`src/rtl/console_ctrl.sv`:
```
// console_ctrl: text-console sequencer for an 80x30 frame buffer.
// Each cell holds one word, {attr[23:0], char[7:0]}.
//
// The controller takes a byte stream from the CPU and owns the frame buffer
// write port. It tracks the cursor, decodes control codes, and runs the
// scroll, blank and clear sweeps. While it scrolls it also takes the read port.
//
// Ports:
//   iClk, iRst        clock; synchronous active-high reset
//   iValid/iChar/iAttr  byte stream in, with attribute sampled alongside iChar
//   oReady            the controller accepts a byte this cycle
//   oWriteEn/oWAddr/oWData  registered frame buffer write port
//   oRAddr/iRData     frame buffer read port (read data is combinational)
//   oRdOwn            the controller owns the read port (SCROLL only)
//   oCurCol/oCurRow   cursor position
//   oBusy             high in any state other than IDLE
module console_ctrl #(
  parameter int          COLS       = 80,
  parameter int          ROWS       = 30,
  parameter logic [23:0] BLANK_ATTR = 24'hFFFFFF
) (
  input  logic        iClk,
  input  logic        iRst,
  input  logic        iValid,
  input  logic [7:0]  iChar,
  input  logic [23:0] iAttr,
  output logic        oReady,
  output logic        oWriteEn,
  output logic [31:0] oWAddr,
  output logic [31:0] oWData,
  output logic [31:0] oRAddr,
  input  logic [31:0] iRData,
  output logic        oRdOwn,
  output logic [6:0]  oCurCol,
  output logic [4:0]  oCurRow,
  output logic        oBusy
);
  localparam int          NCELL       = COLS * ROWS;
  localparam int          KW          = $clog2(NCELL);
  localparam logic [31:0] BLANK_WORD  = {BLANK_ATTR, 8'h20};
  localparam logic [KW-1:0] SCROLL_LAST = KW'((ROWS - 1) * COLS - 1);
  localparam logic [KW-1:0] CELL_LAST   = KW'(NCELL - 1);

  typedef enum logic [1:0] {IDLE, SCROLL, BLANK, CLEAR} state_t;

  state_t        state, state_d;
  logic [KW-1:0] k, k_d;
  logic [6:0]    col, col_d;
  logic [4:0]    row, row_d;
  logic          wen, wen_d;
  logic [31:0]   waddr, waddr_d, wdata, wdata_d;
  logic [31:0]   cur_addr;
  logic          printable, nl;

  assign cur_addr  = 32'(row) * 32'(COLS) + 32'(col);
  assign printable = (iChar >= 8'h20) && (iChar != 8'h7F);

  assign oReady   = (state == IDLE) && !iRst;
  assign oBusy    = (state != IDLE);
  assign oRdOwn   = (state == SCROLL);
  // Source row for the destination cell k is one screen row below it.
  assign oRAddr   = 32'(k) + 32'(COLS);
  assign oWriteEn = wen;
  assign oWAddr   = waddr;
  assign oWData   = wdata;
  assign oCurCol  = col;
  assign oCurRow  = row;

  always_ff @(posedge iClk) begin
    if (iRst) begin
      state <= IDLE;
      k     <= '0;
      col   <= '0;
      row   <= '0;
      wen   <= 1'b0;
      waddr <= '0;
      wdata <= '0;
    end else begin
      state <= state_d;
      k     <= k_d;
      col   <= col_d;
      row   <= row_d;
      wen   <= wen_d;
      waddr <= waddr_d;
      wdata <= wdata_d;
    end
  end

  always_comb begin
    state_d = state;
    k_d     = k;
    col_d   = col;
    row_d   = row;
    wen_d   = 1'b0;
    waddr_d = waddr;
    wdata_d = wdata;
    nl      = 1'b0;

    case (state)
      IDLE: begin
        if (iValid && oReady) begin
          if (printable) begin
            wen_d   = 1'b1;
            waddr_d = cur_addr;
            wdata_d = {iAttr, iChar};
            if (col == 7'(COLS - 1)) nl = 1'b1;
            else                     col_d = col + 7'd1;
          end else begin
            case (iChar)
              8'h0A: nl = 1'b1;
              8'h0D: col_d = '0;
              8'h08: begin
                // Backspace never wraps to the previous row.
                if (col != '0) begin
                  col_d   = col - 7'd1;
                  wen_d   = 1'b1;
                  waddr_d = cur_addr - 32'd1;
                  wdata_d = BLANK_WORD;
                end
              end
              8'h0C: begin
                state_d = CLEAR;
                k_d     = '0;
                col_d   = '0;
                row_d   = '0;
              end
              default: ;
            endcase
          end
        end
      end
      SCROLL: begin
        wen_d   = 1'b1;
        waddr_d = 32'(k);
        wdata_d = iRData;
        k_d     = k + 1'b1;
        // k carries straight on into the last row, which BLANK fills.
        if (k == SCROLL_LAST) state_d = BLANK;
      end
      BLANK, CLEAR: begin
        wen_d   = 1'b1;
        waddr_d = 32'(k);
        wdata_d = BLANK_WORD;
        if (k == CELL_LAST) begin
          state_d = IDLE;
          k_d     = '0;
        end else begin
          k_d = k + 1'b1;
        end
      end
      default: state_d = IDLE;
    endcase

    // Newline from LF or from wrapping past the last column. On the bottom
    // row the cursor stays put and the screen scrolls instead.
    if (nl) begin
      col_d = '0;
      if (row == 5'(ROWS - 1)) begin
        state_d = SCROLL;
        k_d     = '0;
      end else begin
        row_d = row + 5'd1;
      end
    end
  end
endmodule

```
`config.mk`:
```
export PLATFORM = sky130hd
export DESIGN_NAME = console_ctrl
export DESIGN_NICKNAME = d
export VERILOG_FILES = /design/src/rtl/console_ctrl.sv
export SDC_FILE = /design/constraint.sdc
export NUM_CORES = 1
export LEC_CHECK = 0
export CORE_MARGIN = 3
export CORE_UTILIZATION = 45
export CTS_BUF_LIST = sky130_fd_sc_hd__clkbuf_8
export DETAILED_ROUTE_END_ITERATION = 7
export MAX_ROUTING_LAYER = met4
export PLACE_DENSITY = 0.86
export SLEW_MARGIN = 20
export SYNTH_ARGS = -nofsm -noshare
export SYNTH_HDL_FRONTEND = slang
export SYNTH_SLANG_ARGS = --single-unit
```
`constraint.sdc`:
```
create_clock -name iClk -period 3.5 [get_ports iClk]
set_clock_uncertainty 0.05 [all_clocks]
set_input_delay 0.875 -clock iClk [delete_from_list [all_inputs] [get_ports iClk]]
set_output_delay 0.875 -clock iClk [all_outputs]
set_load 0.03 [all_outputs]
```
# After elaboration in Yosys (flattened, before gate mapping)
# Index checks and enable logic that the tools add are counted.
dict set report classes {
  mux 45
  eq_ne 17
  reduce_logical 14
  n_mul 1
  add_sub_neg 7
  n_lt_le_gt_ge 1
}
# cell count
set ops {}
lappend ops {{32-bit two-way mux} 8}
lappend ops {{32-bit one-hot mux with 3 select lines} 1}
lappend ops {{12-bit two-way mux} 6}
lappend ops {{32-bit one-hot mux with 2 select lines} 1}
lappend ops {{12-bit one-hot mux with 3 select lines} 1}
lappend ops {{8-bit by 4-bit == test with 1-bit output, second input constant} 4}
lappend ops {{5-bit two-way mux} 6}
lappend ops {{12-bit == test, second input constant} 2}
lappend ops {{7-bit two-way mux} 3}
lappend ops {{2-bit two-way mux} 7}
lappend ops {{7-bit one-hot mux with 2 select lines} 1}
lappend ops {{13-bit by 1-bit subtractor with 14-bit output, second input constant} 1}
lappend ops {{12-bit by 7-bit adder with 13-bit output} 1}
lappend ops {{12-bit by 7-bit adder with 13-bit output, second input constant} 1}
lappend ops {{12-bit by 1-bit adder with 12-bit output, second input constant} 1}
lappend ops {{1-bit two-way mux} 9}
lappend ops {{8-bit by 6-bit greater-or-equal comparator with 1-bit output, second input constant} 1}
lappend ops {{5-bit by 3-bit multiplier with 8-bit output, second input constant} 1}
lappend ops {{8-bit by 7-bit inequality test with 1-bit output, second input constant} 1}
lappend ops {{7-bit by 1-bit adder with 7-bit output, second input constant} 1}
lappend ops {{7-bit == test, second input constant} 1}
lappend ops {{7-bit nonzero test} 1}
lappend ops {{7-bit by 1-bit subtractor with 7-bit output, second input constant} 1}
lappend ops {{3-bit by 2-bit inequality test with 1-bit output, second input constant} 2}
lappend ops {{18 further kinds} 23}
dict set report word_totals {
  ff_bits 91
  input_bits 67
  out_inout_bits 112
  word_cells 92
}

# Longest topological paths before layout
dict set report depth {
  ltp_word 8
  ltp_mapped 10
  depth_no_buf 9
}

# Worst setup path before layout
# OpenSTA, ideal clock, no wires.
dict set report synth_timing {
  kind {flip-flop to flip-flop}
  startpoint {reg row[3] (netlist: oCurRow[3])}
  endpoint {reg waddr[10] (netlist: oWAddr[10])}
  arrival_ps 2650
  period_less_slack_ps 2823
  setup_time_ps 123
  stages_incl_launch_ff 10
  setup_slack_ps 677
  path_buffers 0
  required_time_ps 3327
  cell_sequence {dfxtp_1 > ha_1 > ha_1 > fa_1 > o211ai_1 > or3_1 > nand2_1 > nor4b_1 > xnor2_1 > o21ai_1}
}
dict set report synth_between {
  elab_chain_cells 8
}
# element line
set synth_rtl {}
lappend synth_rtl {{from (decl)} 49} ;# logic [4:0] row, row_d;
lappend synth_rtl {{from (signal assigned)} 82} ;# row <= row_d;
lappend synth_rtl {{5-bit by 3-bit multiplier with 8-bit output *} 55} ;# assign cur_addr = 32'(row) * 32'(COLS) + 32'(col);
lappend synth_rtl {{12-bit by 7-bit adder with 13-bit output *} 55}
lappend synth_rtl {{13-bit by 1-bit subtractor with 14-bit output} 117} ;# waddr_d = cur_addr - 32'd1;
lappend synth_rtl {{32-bit two-way mux} 114} ;# if (col != '0) begin
lappend synth_rtl {{32-bit two-way mux} 109} ;# case (iChar)
lappend synth_rtl {{32-bit two-way mux *} 102} ;# if (printable) begin
lappend synth_rtl {{32-bit two-way mux *} 101} ;# if (iValid && oReady) begin
lappend synth_rtl {{32-bit one-hot mux with 2 select lines *} 99} ;# case (state)
lappend synth_rtl {{to (signal assigned)} 84} ;# waddr <= waddr_d;
lappend synth_rtl {{to (decl)} 51} ;# logic [31:0] waddr, waddr_d, wdata, wdata_d;
# Every way passes the cells marked *; elsewhere a longest branch is shown, timed or not. The select of a mux whose other input is x is not followed.
# A chain may end at the register's enable or synchronous reset.

# Worst setup path in the final report
dict set report layout_timing {
  startpoint {reg k[9]}
  endpoint {out oRAddr[11]}
}
dict set report layout_between {
  elab_chain_cells 1
}
# element line
set layout_rtl {}
lappend layout_rtl {{from (decl)} 47} ;# logic [KW-1:0] k, k_d;
lappend layout_rtl {{from (signal assigned)} 80} ;# k <= k_d;
lappend layout_rtl {{12-bit by 7-bit adder with 13-bit output} 62} ;# assign oRAddr = 32'(k) + 32'(COLS);
lappend layout_rtl {{to (decl)} 31} ;# output logic [31:0] oRAddr,
# No other way between the ends.

==> flow_summary.toml <==
[routing]
ant_nets = 0
first_pass_iters = 4
drt_iter0_drc = 305
vias = 4679
routed_via_density = 5.644
drt_wl_total_um = 14400
drc = 0
routedWlPerCell_um = 17.36

[power]
ir_worst_vdd_mv = 0.1598
powerDensity_mw_per_mm2 = 308.5
leakage_nw = 2.381
power.total_w = 0.001903

[run_status]
status = "complete, no violations"

[worst_setup_path]
crit_fanout = 9
r2r_end = "oWAddr[10]"
rrSetupSlack_ns = 0.56
r2r_start = "oCurRow[3]"
cp-start-kind = "register"
cp.required_ns = 2.57
crit_path_end_kind = "output port"
crit_type = "reg2out"
reg2regPathDepth = 9
crit_arrival_ns = 2.15

[clock_tree]
root_buffer = "clkbuf_8"
cts_resized = 0
worstSkewPairLatency_ns = 0.34
cts_made_buffers = 9
clkSinkCount = 73
clk_pin_slew_worst_paths_ns = 0.07
ctsHoldBuffers = 0
cts.htree.levels = 3
post_cts_buffers = 0
cts_tree = "done"
clk_path_buf_depth = 2

[logic_synthesis]
netlist_instances = 567
ys_types = 64
netlist_area_mm2 = 0.004547
synth_top_flop_cell = "dfxtp_1"
synth.avg_cell_area_um2 = 8.019
synth-edff-count = 0
ys_seq_area_share_pct = 32.14
synth_seq_cells = 73
synth-async-reset-ratio_pct = 0
yosysWarnings = 0

[min_path]
holdCritStartpoint = "oWData[23]"
hold_end = "oWData[23]"
hold_class = "reg2reg"
hold_depth = 2

[floorplanning]
die_area_mm2 = 0.01135
rows = 36
die_w_um = 106.5
pin_count = 179
core_mm2 = 0.009819
die_h_um = 106.5
start_util_pct = 46.30

[placed_design]
port-buffer-count = 159
place_congestion = 0.8973
hpwl_um = 11310

[timing]
fmax_mhz = 324.8
post-route-min-period_ns = 3.079
tightest_slew_ns = 0.7042
slew_violations = 0
rsz0062_at_grt = "no"
hold_viol = 0
fin_crit_sh_pct = 87.97
setup_viol = 0
slew_headroom_pct = 52.88
fin_setup_tns_ns = 0

[grt]
antenna_found_initial = 0
grt_start_max_net_pins = 41
track_usage_pct = 25.62
grt-ovfl-total = 0
first_global_vias = 4492
grt_pass1_wl_um = 22820

[flow_run]
max_cap_viol_count = 0

[cells_and_area]
final_util_pct = 62.81
antenna_cells = 0
drive_above_1_share_pct = 5.460
area_delta_synth_final_pct = 35.64
nets = 778
cell usage after synthesis (all sizes together), types with 5 or more instances:
cell | n | area share [%]
dfxtp | 73 | 32
buf | 60 | 9.0
nand2 | 57 | 4.7
o21ai | 56 | 6.2
nor2 | 37 | 3.1
a21oi | 31 | 3.4
o22ai | 26 | 3.6
nand3 | 21 | 2.3
ha | 18 | 5.0
clkbuf | 16 | 1.3
nor3 | 15 | 2.0
xnor2 | 13 | 2.5
inv | 11 | 0.91
a22oi | 9 | 1.5
and3 | 9 | 1.2
a22o | 7 | 1.3
nand4 | 7 | 1.1
xor2 | 7 | 1.3
a311oi | 6 | 1.2
a211oi | 5 | 0.83
nand2b | 5 | 0.69
worst max-delay path: stages (launching register included):
cell and delay (ns):
dfxtp_1 0.54, nand4_1 0.24, nor2_1 0.18, xor2_1 0.17
clkdlybuf4s50_1 0.69
layout make-up:
cell class / instances / area, um^2
Clock buffer: 9 / 123.9
Clock inverter: 7 / 40.04
Fill cell: 860 / 3652
Inverter: 12 / 45.04
Multi-Input combinational cell: 424 / 2639
Sequential cell: 73 / 1461
Tap cell: 133 / 166.4
Timing Repair Buffer: 171 / 1692
per-stage QoR:
stage	area [um^2]	setup slack, ns	instances	hold slack [ns]
3_3_place_gp	6003	0.3050	813	0.3844
3_5_place_dp	6003	0.2308	813	0.3926
4_1_cts	6167	0.3973	829	0.4080
2_1_floorplan	4614	0.6769	585	0.4414
6_report	6167	0.4209	829	0.4057
5_1_grt	6167	0.2728	829	0.4405
sequential cells by signal (all words and copies together), names as in the netlist:
| name | cells |
|---|---|
| k | 12 |
| oCurCol | 7 |
| oCurRow | 5 |
| oWAddr | 14 |
| oWData | 32 |
| oWriteEn | 1 |
| state | 2 |
kinds of logic after synthesis:
group | after synthesis | share of synthesized area [%]
simple gates | 187 | 21.46
compound gates | 173 | 24.19
flops | 73 | 32.14
fa+ha+maj | 20 | 5.834
xor+xnor | 20 | 3.853
buf+inv | 88 | 11.31
mux | 5 | 1.128
other cells | 1 | 0.08247
layout by cell type, fill, tap and decap left out, drive strengths merged, types with 9 or more instances in the layout:
master         instances
a21oi                 31
xnor2                 13
clkbuf                 9
inv                   13
clkdlybuf4s50        158
o21ai                 56
a22oi                  9
conb                  19
nor2                  37
ha                    18
dfxtp                 73
nand3                 21
buf                   13
nand2                 57
o22ai                 26
nor3                  15
and3                   9
worst max-delay path by stage:
stage,startpoint,end,depth (start not counted)
finish,k[9],oRAddr[11],4
global route,k[9],oRAddr[11],4
CTS,k[9],oRAddr[11],4
detailed placement,iChar[7],oWAddr[12],7
global placement,iChar[7],oWAddr[30],7
floorplan,oCurRow[3],oWAddr[10],9
report_power, final:
part	switching [W]	internal, W	total [W]
clock	0.000308	0.000249	0.000557
sequential	0.0000306	0.000867	0.000898
combinational	0.000253	0.000195	0.000447
per-layer routing:
layer | wire, um | vias up | global-route usage, %
met5 | 0 | - | -
li1 | - | 2256 | -
met1 | 5733 | 2188 | 29.40
met2 | 7200 | 205 | 43.76
met4 | 461 | 0 | 10.87
met3 | 1000 | 30 | 4.979
Note: power is estimated with default switching activity, not from simulation.
